**config.mk**
```make
export PLATFORM = sky130hd
export DESIGN_NAME = seg_display_scan
export DESIGN_NICKNAME = d
export VERILOG_FILES = /design/src/rtl/seg_pkg.sv /design/src/rtl/seg_glyph_decode.sv /design/src/rtl/seg_display_scan.sv
export SDC_FILE = /design/constraint.sdc
export NUM_CORES = 1
export LEC_CHECK = 0
export ABC_CLOCK_PERIOD_IN_PS = 3090
export CAP_MARGIN = 20
export CORE_UTILIZATION = 45
export DETAILED_ROUTE_END_ITERATION = 7
export PLACE_DENSITY = 0.7
export SYNTH_ARGS = -nofsm -noshare
export SYNTH_HDL_FRONTEND = slang
export SYNTH_SLANG_ARGS = --single-unit
```
**constraint.sdc**
```tcl
create_clock -name clk -period 3.09 [get_ports clk]
set_clock_uncertainty 0.1 [all_clocks]
set_input_delay 0.618 -clock clk [delete_from_list [all_inputs] [get_ports clk]]
set_output_delay 0.618 -clock clk [all_outputs]
set_load 0.02 [all_outputs]
```
**src/rtl/seg_pkg.sv**
```systemverilog
// -----------------------------------------------------------------------------
// seg_pkg
// Shared constants for the 7-segment display path.
//   GLYPH_*      5-bit glyph codes produced by the game-state counters
//                (values 0..9 are plain decimal digits)
//   SEG_BLANK    all cathodes off (active-low)
//   AN_OFF       all anodes off (active-low)
//   NUM_DIGITS   digits on the Basys 3 display
//   seg_t/an_t   convenience types for cathode and anode buses
// -----------------------------------------------------------------------------
package seg_pkg;

    typedef logic [6:0] seg_t;
    typedef logic [3:0] an_t;

    localparam int unsigned NUM_DIGITS = 4;

    localparam logic [4:0] GLYPH_A     = 5'd10;
    localparam logic [4:0] GLYPH_B     = 5'd11;
    localparam logic [4:0] GLYPH_C     = 5'd12;
    localparam logic [4:0] GLYPH_D     = 5'd13;
    localparam logic [4:0] GLYPH_E     = 5'd14;
    localparam logic [4:0] GLYPH_F     = 5'd15;
    localparam logic [4:0] GLYPH_H     = 5'd16;
    localparam logic [4:0] GLYPH_L     = 5'd17;
    localparam logic [4:0] GLYPH_P     = 5'd18;
    localparam logic [4:0] GLYPH_BLANK = 5'd31;

    localparam seg_t SEG_BLANK = 7'b1111111;
    localparam an_t  AN_OFF    = 4'b1111;

endpackage

```
**src/rtl/seg_glyph_decode.sv**
```systemverilog
// -----------------------------------------------------------------------------
// seg_glyph_decode
// Combinational glyph-code to cathode decoder.
//   code  in  5  glyph code: 0..9 digits, 10..18 letters A b C d E F H L P,
//                anything else renders blank
//   seg   out 7  cathodes {g,f,e,d,c,b,a}, active-low
// -----------------------------------------------------------------------------
module seg_glyph_decode
    import seg_pkg::*;
(
    input  logic [4:0] code,
    output seg_t       seg
);

    always_comb begin
        seg = SEG_BLANK;
        case (code)
            5'd0:    seg = 7'b1000000;
            5'd1:    seg = 7'b1111001;
            5'd2:    seg = 7'b0100100;
            5'd3:    seg = 7'b0110000;
            5'd4:    seg = 7'b0011001;
            5'd5:    seg = 7'b0010010;
            5'd6:    seg = 7'b0000010;
            5'd7:    seg = 7'b1111000;
            5'd8:    seg = 7'b0000000;
            5'd9:    seg = 7'b0010000;
            GLYPH_A: seg = 7'b0001000;
            GLYPH_B: seg = 7'b0000011;
            GLYPH_C: seg = 7'b1000110;
            GLYPH_D: seg = 7'b0100001;
            GLYPH_E: seg = 7'b0000110;
            GLYPH_F: seg = 7'b0001110;
            GLYPH_H: seg = 7'b0001001;
            GLYPH_L: seg = 7'b1000111;
            GLYPH_P: seg = 7'b0001100;
            default: seg = SEG_BLANK;
        endcase
    end

endmodule

```
**src/rtl/seg_display_scan.sv**
```systemverilog
// -----------------------------------------------------------------------------
// seg_display_scan
// Time-multiplexes four glyph codes onto a 4-digit common-anode display with
// per-digit decimal points and a per-digit blink mask.
//   clk         in   1  system clock
//   reset       in   1  asynchronous active-high reset
//   en          in   1  0 blanks all anodes; scan counters keep running
//   code0..3    in   5  glyph codes, code0 = rightmost digit (an[0])
//   dp_in       in   4  decimal point per digit, 1 = lit
//   blink_mask  in   4  1 = digit takes part in blinking
//   an          out  4  anodes, active-low, one-cold while lit
//   seg         out  7  cathodes {g,f,e,d,c,b,a}, active-low
//   dp          out  1  decimal point cathode, active-low
//   frame_tick  out  1  one-clock pulse when the digit-3 slot begins
// Parameters:
//   REFRESH_DIV clk cycles per digit slot
//   BLINK_DIV   slot ticks per blink half-period
// -----------------------------------------------------------------------------
module seg_display_scan
    import seg_pkg::*;
#(
    parameter int unsigned REFRESH_DIV = 100_000,
    parameter int unsigned BLINK_DIV   = 250
) (
    input  logic       clk,
    input  logic       reset,
    input  logic       en,
    input  logic [4:0] code0,
    input  logic [4:0] code1,
    input  logic [4:0] code2,
    input  logic [4:0] code3,
    input  logic [3:0] dp_in,
    input  logic [3:0] blink_mask,
    output logic [3:0] an,
    output logic [6:0] seg,
    output logic       dp,
    output logic       frame_tick
);

    // A divider of 1 still needs a 1-bit counter; it simply never leaves 0.
    localparam int unsigned REF_W = (REFRESH_DIV > 1) ? $clog2(REFRESH_DIV) : 1;
    localparam int unsigned BLK_W = (BLINK_DIV > 1) ? $clog2(BLINK_DIV) : 1;
    localparam logic [REF_W-1:0] REF_LAST = REF_W'(REFRESH_DIV - 1);
    localparam logic [BLK_W-1:0] BLK_LAST = BLK_W'(BLINK_DIV - 1);

    // ------------------------------------------------------------------
    // State
    // ------------------------------------------------------------------
    logic [REF_W-1:0] refresh_cnt_q, refresh_cnt_d;
    logic [1:0]       idx_q, idx_d;
    logic [BLK_W-1:0] blink_cnt_q, blink_cnt_d;
    logic             blink_phase_q, blink_phase_d;
    an_t              an_q, an_d;
    seg_t             seg_q, seg_d;
    logic             dp_q, dp_d;
    logic             frame_tick_q, frame_tick_d;

    // ------------------------------------------------------------------
    // Per-digit selection
    // ------------------------------------------------------------------
    logic [4:0] code_in [NUM_DIGITS];
    an_t        onecold;
    logic [4:0] cur_code;
    seg_t       cur_seg;
    logic       slot_tick;
    logic       blink_off;

    assign code_in[0] = code0;
    assign code_in[1] = code1;
    assign code_in[2] = code2;
    assign code_in[3] = code3;

    // Anode pattern for the digit about to be shown: only idx_q pulled low.
    genvar gi;
    generate
        for (gi = 0; gi < NUM_DIGITS; gi++) begin : g_onecold
            assign onecold[gi] = (idx_q != 2'(gi));
        end
    endgenerate

    assign cur_code  = code_in[idx_q];
    assign slot_tick = (refresh_cnt_q == REF_LAST);
    // Phase in effect before this tick's blink-counter update decides darkness.
    assign blink_off = blink_phase_q & blink_mask[idx_q];

    seg_glyph_decode u_decode (
        .code (cur_code),
        .seg  (cur_seg)
    );

    // ------------------------------------------------------------------
    // Next-state logic
    // ------------------------------------------------------------------
    always_comb begin
        refresh_cnt_d = slot_tick ? '0 : refresh_cnt_q + REF_W'(1);
        idx_d         = idx_q;
        blink_cnt_d   = blink_cnt_q;
        blink_phase_d = blink_phase_q;
        an_d          = an_q;
        seg_d         = seg_q;
        dp_d          = dp_q;
        frame_tick_d  = 1'b0;

        if (slot_tick) begin
            // Inputs are sampled only here; mid-slot changes wait for the
            // digit's next slot.
            seg_d        = cur_seg;
            dp_d         = ~dp_in[idx_q];
            an_d         = blink_off ? AN_OFF : onecold;
            frame_tick_d = (idx_q == 2'd3);
            idx_d        = idx_q + 2'd1;

            if (blink_cnt_q == BLK_LAST) begin
                blink_cnt_d   = '0;
                blink_phase_d = ~blink_phase_q;
            end else begin
                blink_cnt_d = blink_cnt_q + BLK_W'(1);
            end
        end

        // Disable only darkens the anodes; scanning continues so the
        // sequence stays in step when the display is re-enabled.
        if (!en) begin
            an_d = AN_OFF;
        end
    end

    // ------------------------------------------------------------------
    // Registers
    // ------------------------------------------------------------------
    always_ff @(posedge clk or posedge reset) begin
        if (reset) begin
            refresh_cnt_q <= '0;
            idx_q         <= 2'd0;
            blink_cnt_q   <= '0;
            blink_phase_q <= 1'b0;
            an_q          <= AN_OFF;
            seg_q         <= SEG_BLANK;
            dp_q          <= 1'b1;
            frame_tick_q  <= 1'b0;
        end else begin
            refresh_cnt_q <= refresh_cnt_d;
            idx_q         <= idx_d;
            blink_cnt_q   <= blink_cnt_d;
            blink_phase_q <= blink_phase_d;
            an_q          <= an_d;
            seg_q         <= seg_d;
            dp_q          <= dp_d;
            frame_tick_q  <= frame_tick_d;
        end
    end

    assign an         = an_q;
    assign seg        = seg_q;
    assign dp         = dp_q;
    assign frame_tick = frame_tick_q;

endmodule
```
=== Yosys cells after proc, flatten, opt, wreduce, memory -nomap -nowiden ===
Memories as Yosys holds them, arrays and structs flattened. A register that Yosys moved wholly into a read port is not among the register bits.
Cells that the tools add are included.

* Register bits after elaboration: 34
* Latch bits: 0
* Memory bits (writable): 0
* Memory bits (read-only): 224
* Bits of input ports: 31
* Output and inout bits: 13
* Logic and storage cells: 39
* Memories: 1

* Add/sub/neg operators: 3
* $mul: 0
* Divide/modulo/power cells: 0
* Order comparisons: 2
* Eq/ne operators: 7
* Shift-type cells: 0
* Mux-type cells: 13
* Bitwise gates (word level): 4
* Reduce and logical (&&, ||, !) cells: 2

{| class="wikitable"
|+ Memory list
! name !! words !! bits a word !! read ports !! clocked after Yosys merged registers in !! wr ports !! RTL line !! source
|-
| (name not given) || 32 || 7 || 1 || 1 || 0 || seg_glyph_decode.sv:17 || <nowiki>case (code)</nowiki>
|}

{| class="wikitable"
|+ Operator list
! operator !! count
|-
| $add 17x1->17 const B || 1
|-
| $eq 17x17->1 const B || 1
|-
| $mux 17 || 1
|-
| $mux 4 || 3
|-
| $bmux 5 s2 || 1
|-
| $mux 5 || 2
|-
| $add 8x1->8 const B || 1
|-
| $eq 8x8->1 const B || 1
|-
| $mux 8 || 1
|-
| $bmux 1 s2 || 2
|-
| $ne 2x1->1 const B || 2
|-
| $ne 2x2->1 const B || 2
|-
| $ge 3x3->1 const B || 1
|-
| $lt 2x3->1 const B || 1
|-
| $mux 1 || 3
|-
| $not 2->3 || 1
|-
| $add 2x1->2 const B || 1
|-
| $eq 2x2->1 const B || 1
|-
| $not 1->1 || 2
|-
| $reduce_and 2->1 || 1
|-
| $reduce_bool 2->1 || 1
|-
| $and 1x1->1 || 1
|}

=== Longest topological paths before layout ===
* Word-level depth: 6
* Depth in mapped cells: 9
* Mapped depth without buffers: 8

=== By module ===
A second synthesis with hierarchy kept.

* Cell total of the unflattened synthesis: 245
* Area, all modules: 2626.3 um^2

{| class="wikitable"
|+ By module, submodules not included
! module !! instances !! cells each !! area an instance (um^2) !! sequential area each (um^2)
|-
| seg_display_scan || 1 || 193 || 2233.4 || 1041.0
|-
| seg_glyph_decode || 1 || 52 || 392.9 || 0.0
|}

=== Worst setup path before layout ===
OpenSTA, ideal clock, no wires.

* Kind: register -> register
* Start point: register idx_q[0]
* End point: register seg_q[3] (netlist: seg[3])
* Setup time: 0.079 ns
* Arrival time: 2.125 ns
* Required time: 2.911 ns
* Setup slack: 0.786 ns
* Stages on the path, launching flop included: 9
* Path buffers: 1
* Period minus slack after synthesis: 2.304 ns
* Cells stage by stage: dfrtp_1 > buf_2 > mux4_2 > inv_1 > ha_1 > inv_1 > mux4_2 > o21ai_0 > o21ai_1

* Cells in the longest elaborated chain, start to end: 4

{| class="wikitable"
|+ RTL lines
! what !! RTL line !! source
|-
| start, declared || seg_display_scan.sv:50 || <nowiki>logic [1:0] idx_q, idx_d;</nowiki>
|-
| start signal, assigned || seg_display_scan.sv:143 || <nowiki>idx_q <= idx_d;</nowiki>
|-
| $not 2->3 (not written as such) || seg_display_scan.sv:81 || <nowiki>assign cur_code = code_in[idx_q];</nowiki>
|-
| $bmux 5 s2 || seg_display_scan.sv:81 ||
|-
| $mux 5 (not written as such) (2 in a row) || seg_display_scan.sv:81 ||
|-
| end, declared || seg_display_scan.sv:54 || <nowiki>seg_t seg_q, seg_d;</nowiki>
|}

Every way passes these cells. The select of a mux whose other input is x is not followed.
A chain may end at the register's enable or synchronous reset.

=== Final worst setup path ===
* Start point: input code3[0]
* End point: register seg_q[3] (netlist: seg[3])

* Cells in the longest elaborated chain, start to end: 3

{| class="wikitable"
|+ RTL lines
! what !! RTL line !! source
|-
| start, declared || seg_display_scan.sv:31 || <nowiki>input logic [4:0] code3,</nowiki>
|-
| $bmux 5 s2 || seg_display_scan.sv:81 ||
|-
| $mux 5 (not written as such) (2 in a row) || seg_display_scan.sv:81 ||
|}

Every way passes these cells. The select of a mux whose other input is x is not followed.

==> summary.txt <==
Detailed routing
  – Vias: 1821
  – Drt drc: 0
  – Final WL: 4687 µm
  – First-pass DRT Iterations: 4
  – Starting DRT DRC Count: 156
  – Wire length per cell: 13.43 µm
  – Post-route ant nets: 0
  – Vias/cell: 5.218

Setup path
  – Setup crit end kind: flip-flop
  – Cell Chain, Critical Path: clkdlybuf4s50_1 -> mux4_2 -> inv_1 -> ha_1 -> inv_1 -> mux4_2 -> o21ai_0 -> o21ai_1
  – Nature of the critical path startpoint: input port
  – CP arrival: 2.59 ns
  – Data required time at the worst endpoint: 3.21 ns
  – CP max stage delay: 0.56 ns
  – CP max-delay cell: mux4_2
  – Crit Path Max Fanout: 7
  – Crit Path Category: input port to flip-flop

STA
  – Tmin final: 2.470 ns
  – Setup TNS Final: 0 ns
  – Slew HR: 40.83%
  – Worst setup margin: 0.6198 ns
  – Fin crit share: 79.94%
  – # setup viols final: 0
  – Pins Over Slew Limit: 0
  – Fin. Hold Viols: 0
  – Slew @ Worst Pin: 0.8808 ns
  – FMAX: 0.4048 GHz
  – RSZ-0062 raised after global routing: no

GRT
  – Vias in the first global route: 1749
  – Largest net degree at the start of global routing: 42
  – Gr ovfl total: 0
  – Initial antenna violation count: 0
  – GRT Util Overall: 19.41%
  – First-pass GRT wire length: 8135 µm

Logic synthesis
  – Post-Syn Area: 2386 µm²
  – Syn nets: 278
  – Synth Register Bits: 41
  – Syn avg cell area: 10.20 µm²
  – Sequential fraction of the synthesis area: 43.63%
  – YS warnings: 0
  – Yosys top cell area share: 30.41%
  – Post-synthesis cell count: 234
  – Netlist cell types: 44
  – Area leader, netlist: dfrtp_1
  – Ranking of synthesized cells by area: dfrtp_1, dfstp_2, mux4_2

Layout
  – Ratio of cells with drive above 1 in the final layout: 13.62%
  – Most common cell after layout, fill and taps aside: clkdlybuf4s50_1
  – Nets@finish: 322
  – Most frequent cells in the layout: clkdlybuf4s50_1, dfrtp_1, nand2_1
  – Layout area overhead: 25.17%
  – N_diodes: 0

Floorplan
  – Io pins: 44
  – Die area: 5597 µm²
  – Starting density of the core: 46.72%
  – Core area: 5107 µm²
  – Die Ht: 74.82 µm
  – Die W: 74.82 µm
  – Row cnt: 26

Place
  – Dpl hpwl: 3447 µm
  – Port Buf Inserts: 43
  – Pre-CTS setup slack: 0.3181 ns
  – Gpl congestion: 0.8141

Clock tree
  – CTS sink count: 41
  – Post-CTS Hold Buffers: 0
  – Post CTS Setup Buffer Count: 0
  – Max clock buf depth: 2
  – Worst-path clk slew: 0.08 ns
  – TritonCTS clock tree: yes
  – TritonCTS buffer count: 5
  – H-tree depth: 2
  – Root Buffer: clkbuf_8
  – Clock latency on the worst-skew pair: 0.29 ns
  – Post_cts resized: 0

Job
  – Max-cap violations: 0

Min path
  – Hold crit path type: flip-flop to flip-flop

Power and ir drop
  – VDD IR-drop max: 0.2192 mV
  – LEAKAGE: 0.001252 µW
  – Pwr dens: 340.5 nW/µm²

Status
  – Run status: completed
## through the flow
step	power [µW]	instances	utilization (%)	cell area, µm²	hold WS, ns
finish	1017	349	58.48	2987	0.3574
global route	1062	349	58.48	2987	0.3788
detailed placement	644.7	341	56.49	2885	0.3533
global placement	643.4	341	56.49	2885	0.3425
CTS	1032	349	58.48	2987	0.3647
floorplan	596.4	234	-	2386	0.3401
## critical path, delay by kind of cell
family	cells	cell delay (ns)
compound gates	2	0.23
mux	2	1.00
fa+ha+maj	1	0.16
buf+inv	3	0.59
## Yosys cell counts
cell type and n:
o21ai_1 17, a21o_1 1, or2_0 1, o311ai_1 1
a21boi_0 1, inv_1 9, o31ai_1 1, xnor2_1 11
a21boi_1 1, xor2_1 6, a21oi_1 5, nor2b_1 5
nor3_1 3, nand4b_1 1, and3_1 6, a22o_1 1
or4_4 1, dfrtp_1 29, or3_1 3, and4_1 1
nor2_1 17, mux2_2 1, maj3_1 1, buf_6 2
clkbuf_1 4, mux2i_1 2, a31o_1 1, ha_1 13
o21ai_0 4, or4b_4 1, dfstp_2 12, or2_2 1
a211oi_1 1, and2_1 2, mux4_2 8, a2111oi_2 1
a31oi_1 8, nand2_1 28, nor3b_1 5, o22ai_1 2
nor4_2 1, nand4_1 4, buf_2 4, nand3_1 7
## registers in the layout (all words and copies together), names as in the netlist
| register | cells |
|---|---|
| blink_cnt_q | 8 |
| blink_phase_q | 1 |
| dp | 1 |
| an | 4 |
| seg | 7 |
| frame_tick | 1 |
| idx_q | 2 |
| refresh_cnt_q | 17 |
## power breakdown
part	internal (µW)	switching (µW)	leakage, µW
sequential	537	0.0000000000000692	0.000517
combinational	56.0	41.3	0.000681
clock	202	181	0.0000542
total	795	222	0.00125
## cell families after synthesis
family          count (synthesis)  share of synthesized area [%]
fa+ha+maj                      14                          7.237
simple gates                   87                          18.83
flops                          41                          43.63
xor+xnor                       17                          6.240
buf+inv                        19                          3.828
compound gates                 45                          11.38
mux                            11                          8.862
## path summary, 6_finish.rpt
kind	endpoint	slack, ns	cells after the start	start
setup reg to reg	seg[0]	0.77	6	refresh_cnt_q[0]
setup / recovery	seg[3]	0.62	8	code3[0]
hold reg to reg	seg[5]	0.36	2	seg[5]
hold / removal	seg[5]	0.36	2	seg[5]
min in group asynchronous	refresh_cnt_q[11]	0.64	3	reset
max in group asynchronous	dp	1.89	3	reset
## final cells by class
class | instances | area, µm²
Inverter | 9 | 33.78
Timing Repair Buffer | 47 | 460.4
Tap cell | 70 | 87.58
Fill cell | 451 | 2121
Clock inverter | 1 | 5.005
Multi-Input combinational cell | 174 | 1262
Clock buffer | 7 | 96.34
Sequential cell | 41 | 1041
## metal layers
layer / up-vias / track usage, % / wire length [µm]
met5: - / 0 / 0
met4: 0 / 7.966 / 123
met3: 11 / 3.882 / 124
met2: 27 / 30.53 / 2147
met1: 869 / 26.36 / 2292
li1: 914 / - / -
(Power assumes the default switching activity.)
